[config.mk]
export PLATFORM = sky130hd
export DESIGN_NAME = dm_port_arbiter
export DESIGN_NICKNAME = d
export VERILOG_FILES = /design/src/rtl/dm_port_arbiter.sv
export SDC_FILE = /design/constraint.sdc
export NUM_CORES = 1
export LEC_CHECK = 0
export CORE_AREA = 10 10 125 127
export CTS_CLUSTER_DIAMETER = 30
export DETAILED_ROUTE_END_ITERATION = 7
export DIE_AREA = 0 0 135 137
export GPL_TIMING_DRIVEN = 0
export PLACE_DENSITY = 0.81
export SYNTH_ARGS = -nofsm -noshare
export SYNTH_HDL_FRONTEND = slang
export SYNTH_SLANG_ARGS = --single-unit
export TNS_END_PERCENT = 1
[constraint.sdc]
create_clock -name clk -period 4.8 [get_ports clk]
set_input_delay 0.96 -clock clk [delete_from_list [all_inputs] [get_ports clk]]
set_output_delay 0.96 -clock clk [all_outputs]
set_load 0.02 [all_outputs]
[src/rtl/dm_port_arbiter.sv]
// dm_port_arbiter: two-master arbiter and sequencer for the single data-memory port.
// M0 is the pipeline MEM stage and M1 is a secondary requester (debug/DMA bridge).
// One access is granted per cycle. Grants and dm_* outputs are combinational,
// writes commit at the clock edge, and read data is registered per master.
// Ties are round-robin. M1 may hold the port for bursts of at most LOCK_MAX grants.
// Optional build macro: DM_ARB_TRACE_EN prints one trace line per DM write.
module dm_port_arbiter #(
    parameter int LOCK_MAX = 16
) (
    input  logic        clk,
    input  logic        reset,
    input  logic        m0_req,
    input  logic        m0_we,
    input  logic [3:0]  m0_be,
    input  logic [31:0] m0_addr,
    input  logic [31:0] m0_wdata,
    input  logic [31:0] m0_pc,
    output logic        m0_gnt,
    output logic        m0_rvalid,
    output logic [31:0] m0_rdata,
    input  logic        m1_req,
    input  logic        m1_we,
    input  logic [3:0]  m1_be,
    input  logic [31:0] m1_addr,
    input  logic [31:0] m1_wdata,
    input  logic        m1_lock,
    output logic        m1_gnt,
    output logic        m1_rvalid,
    output logic [31:0] m1_rdata,
    output logic        dm_we,
    output logic [3:0]  dm_be,
    output logic [31:0] dm_addr,
    output logic [31:0] dm_wdata,
    input  logic [31:0] dm_rdata
);

    localparam int CW = $clog2(LOCK_MAX + 1);
    localparam logic [CW-1:0] LOCK_MAX_C = CW'(LOCK_MAX);

    typedef enum logic {
        ARB   = 1'b0,
        LOCK1 = 1'b1
    } state_t;

    state_t        state;
    logic          last;
    logic [CW-1:0] lock_cnt;

    logic          lock_hold;
    logic          tie_last;
    logic          sel_m1;
    logic          any_gnt;
    logic          win_we;
    logic [3:0]    win_be;
    logic [31:0]   win_addr;
    logic [31:0]   win_wdata;

    // Pick the winner: a live lock keeps M1, otherwise single requester or round-robin tie.
    always_comb begin
        lock_hold = 1'b0;
        tie_last  = last;
        sel_m1    = 1'b0;
        if (state == LOCK1 && m1_req && m1_lock && lock_cnt < LOCK_MAX_C) begin
            lock_hold = 1'b1;
        end
        // A saturated lock hands the exit cycle to M0 if it is waiting.
        if (state == LOCK1 && lock_cnt == LOCK_MAX_C) begin
            tie_last = 1'b1;
        end
        if (lock_hold) begin
            sel_m1 = 1'b1;
        end else if (m0_req && m1_req) begin
            sel_m1 = ~tie_last;
        end else begin
            sel_m1 = m1_req;
        end
    end

    assign any_gnt = ~reset & (m0_req | m1_req);
    assign m0_gnt  = any_gnt & ~sel_m1;
    assign m1_gnt  = any_gnt & sel_m1;

    // Route the winning master onto the memory port; everything reads as zero when idle.
    always_comb begin
        win_we    = sel_m1 ? m1_we    : m0_we;
        win_be    = sel_m1 ? m1_be    : m0_be;
        win_addr  = sel_m1 ? m1_addr  : m0_addr;
        win_wdata = sel_m1 ? m1_wdata : m0_wdata;
        dm_we     = 1'b0;
        dm_be     = 4'b0000;
        dm_addr   = 32'h0;
        dm_wdata  = 32'h0;
        if (any_gnt) begin
            dm_we    = win_we & (win_be != 4'b0000);
            dm_be    = win_we ? win_be : 4'b0000;
            dm_addr  = {win_addr[31:2], 2'b00};
            dm_wdata = win_wdata;
        end
    end

    // Arbitration state: remember the last winner and track the M1 lock burst length.
    always_ff @(posedge clk) begin
        if (reset) begin
            state    <= ARB;
            last     <= 1'b1;
            lock_cnt <= '0;
        end else begin
            if (any_gnt) begin
                last <= sel_m1;
            end
            if (lock_hold) begin
                lock_cnt <= lock_cnt + CW'(1);
            end else if (state == LOCK1) begin
                state    <= ARB;
                lock_cnt <= '0;
            end else if (m1_gnt && m1_lock) begin
                state    <= LOCK1;
                lock_cnt <= CW'(1);
            end
        end
    end

    // Capture read data for whichever master was granted a read; rvalid pulses for one cycle.
    always_ff @(posedge clk) begin
        if (reset) begin
            m0_rvalid <= 1'b0;
            m1_rvalid <= 1'b0;
            m0_rdata  <= 32'h0;
            m1_rdata  <= 32'h0;
        end else begin
            m0_rvalid <= m0_gnt & ~m0_we;
            m1_rvalid <= m1_gnt & ~m1_we;
            if (m0_gnt && !m0_we) begin
                m0_rdata <= dm_rdata;
            end
            if (m1_gnt && !m1_we) begin
                m1_rdata <= dm_rdata;
            end
        end
    end

`ifdef DM_ARB_TRACE_EN
    logic [31:0] trace_pc;
    logic        unused_bits;

    assign trace_pc    = m1_gnt ? 32'hFFFF_FFFF : m0_pc;
    assign unused_bits = ^win_addr[1:0];

    // Log every committed DM write with the originating PC (all ones for M1).
    always @(posedge clk) begin
        if (dm_we) begin
            $display("%d@%h: *%h <= %h", $time, trace_pc, dm_addr, dm_wdata);
        end
    end
`else
    logic unused_bits;

    assign unused_bits = ^{m0_pc, win_addr[1:0]};
`endif

endmodule
==> summary.txt <==
Placed design
  • Pre-CTS setup slack: approximately 180 ps
  • Cell Area, Placed: ~7000 µm²
  • IO buf count: about 300
  • RD Place Congestion: between 0.9 and 1
  • Cells after DPL: 936
  • DP Wirelength: roughly 19000 µm

Worst setup path
  • CP most frequent cell: clkdlybuf4s50_1
  • Critical path class: in -> out
  • Worst-path maximum fanout: 10
  • CP cell instances: clkdlybuf4s50_1 -> a21boi_1 -> o21ai_2 -> a21oi_1 -> buf_2 -> buf_4 -> a22o_1 -> clkdlybuf4s50_1
  • Worst setup SP type: input pin
  • Crit path buffers/inverters: 4
  • CP delay by family, top: buffers and inverters
  • Critical path depth: 8
  • Data required, critical path: around 3800 ps
  • Worst path max stage delay: between 600 and 700 ps
  • FF-to-FF path depth: 7
  • Critical Path AT: between 3000 and 4000 ps
  • Critical path's slowest cell: clkdlybuf4s50_1
  • CP Capture Type: output pin

Logic synthesis
  • Sequential share of the synthesized area: 0.377
  • Top cell type's share of synthesized area: 0.377
  • Dominant cell type by area after synthesis: dfxtp_1
  • Number of synthesized flops with an enable pin: 0
  • Mapped cell area: 3870 µm²
  • Syn Inst Count: 457
  • Flop and latch count out of synthesis: 73
  • Main area contributors after synthesis: dfxtp_1 38%, a22o_1 14%, o2111ai_1 7.2%
  • Top FF cell, synth: dfxtp_1
  • Commonest cells post-synth: 73 x dfxtp_1, 62 x a22o_1, 38 x a21oi_1, 37 x nand2_1, 36 x nand3_1
  • Netlist cell types: between 40 and 50
  • Share of async-settable or async-resettable flops after synthesis: 0
  • Most frequent cell after synthesis: dfxtp_1
  • Syn_area_per_cell: 8.48 µm²
  • Syn. warnings: 0

Floorplan
  • Rows: 42
  • Initial Util: 0.296
  • Core footprint: around 13000 µm²
  • Die area: 18500 µm²
  • Die Ht: ~140 µm
  • Io pins: 344
  • Die width: 135 µm

Detailed routing
  • Detailed router's first-iteration violation count: approximately 420
  • DR vias/cell: about 5.4
  • Met3 WL: 2260 µm
  • Post-route DRC violation count: 0
  • Uppermost layer routed: met4
  • Met1 WL: slightly below 9000 µm
  • Met2 WL post-DR: around 12000 µm
  • Via count: ~5100
  • Number of detailed-route iterations in the first pass: 5
  • Post-route ant nets: 0
  • Routed wire length: between 20000 and 25000 µm
  • Routed len/inst: between 20 and 25 µm

Pwr
  • Net Sw Power: between 0.5 and 0.6 mW
  • Lkg Pwr: roughly 2.7 nW
  • Clock share of power: 0.360
  • Comb power frac: 0.292
  • Power Density: about 250 nW/µm²
  • Worst vdd ir: 0.280 mV
  • Seq pwr share: 0.348
  • Design Power: 1.85 mW
  • Net Sw Frac: 0.282
  • Cell Int Power: between 1 and 1.5 mW

Timing
  • Slew HR: 0.624
  • Max Slew Vio Count: 0
  • RSZ-0062 raised after global routing: no
  • Tcrit/Tclk final: 0.955
  • Hold Vio Cnt, Final: 0
  • F_max: ~220 MHz
  • Total Neg Setup Slack: 0 ps
  • Tightest Pin Transition: roughly 560 ps
  • Final worst setup slack: around 210 ps
  • Skew final: ~5 ps
  • Minimum clock period: 4590 ps
  • Final setup viols: 0
  • Hold WS: between 400 and 500 ps

Run
  • # Max-Cap Violations: 0

Layout
  • Layout cells sized above 1: 0.0593
  • Final Cell Area: 7420 µm²
  • Area grow syn2layout: 91.5%
  • Nets: 980
  • Fin cells: about 960
  • Layout fillers: approximately 1200
  • Final core utilization: 0.567

Global route
  • Maximum number of pins on one net before global-route repair: 12
  • Gr ovfl total: 0
  • Vias in the first global route: 5040
  • GRT Util Overall: 0.227
  • First-pass GRT wire length: 32300 µm
  • Initial antenna violation count: 4

CTS
  • Clock Latency Late Sink: around 340 ps
  • TritonCTS clock tree: done
  • TritonCTS Buffers: 9
  • Longest Clk Path Bufs: 2
  • Clock Root Buffer: clkbuf_16
  • CTS sink count: 73
  • Postcts setup bufs: 0
  • CTS Hold Bufs: 0
  • Clock-pin slew on the worst setup and hold paths: 50 ps
  • H-tree level count: 3
  • Post-CTS resize count: 0

Outcome
  • Status: complete, no violations

Hold path
  • Cells on Worst Hold Path: 2
  • Hold Crit Class: reg -> reg
[power groups by stage]
| stage | registers [mW] | clock network [mW] | logic (mW) |
|---|---|---|---|
| final | 0.645 | 0.666 | 0.540 |
| after global routing | 0.646 | 0.693 | 0.570 |
| after global placement | 0.655 | 0 | 0.536 |
| after floorplan | 0.682 | 0 | 0.189 |
| after detailed placement | 0.657 | 0 | 0.539 |
| after CTS | 0.644 | 0.670 | 0.540 |
[state kept, by name, summed over array words and instances, names as in the netlist]
signal     flops
last           1
lock_cnt       5
m0_rdata      32
m0_rvalid      1
m1_rdata      32
m1_rvalid      1
state          1
[layout make-up]
class                      instances  area (µm²)  area share
antenna                            4        10.0     0.00135
buffer                            60         275      0.0371
clock buffer                      13         250      0.0337
clock inverter                     3        40.0     0.00539
inverter                           5        18.8     0.00253
multi-input combinational        320        2120       0.286
sequential                        73        1460       0.197
tap                              176         220      0.0297
timing repair buffer             302        3020       0.407
[path summary, 6_finish.rpt]
check	to	slack, ps	start
worst max-delay path	dm_wdata[23]	210	m1_req
worst min-delay path	m1_rdata[4]	470	m1_rdata[4]
worst max register to register	m1_rdata[25]	2700	lock_cnt[1]
worst min register to register	m1_rdata[4]	470	m1_rdata[4]
[tightest hold or removal path: cells and delay by family, from the launching register on]
kind | cells | cell delay [ps]
flip-flops | 1 | 310
AND/OR/NAND/NOR | 1 | 50
AO/OA/AOI/OAI | 1 | 70
[placed cells by master, fill, tap and decap left out, drive strengths merged, types with 2 or more instances in the layout]
master,n
a211o,2
a21oi,38
a22o,62
a22oi,5
buf,28
clkbuf,45
clkdlybuf4s50,302
clkinv,3
conb,2
dfxtp,73
diode,4
ha,2
inv,4
nand2,37
nand3,36
nand4b,2
nor2,6
nor2b,2
nor3,3
o2111ai,32
o211ai,35
o21ai,39
or4,2
[per-layer routing]
metal / vias up / track usage
met1: 2422 / 0.251
met5: - / 0
met4: 0 / 0.0472
li1: 2417 / -
met3: 17 / 0.0876
met2: 260 / 0.405
[cells by family after synthesis]
group	synth area share
AOI/OAI and AO/OA	0.410
buffers and inverters	0.0759
other	0.000968
adders and majority gates	0.00646
and+or+nand+nor	0.129
DFF	0.377
(Power assumes the default switching activity.)
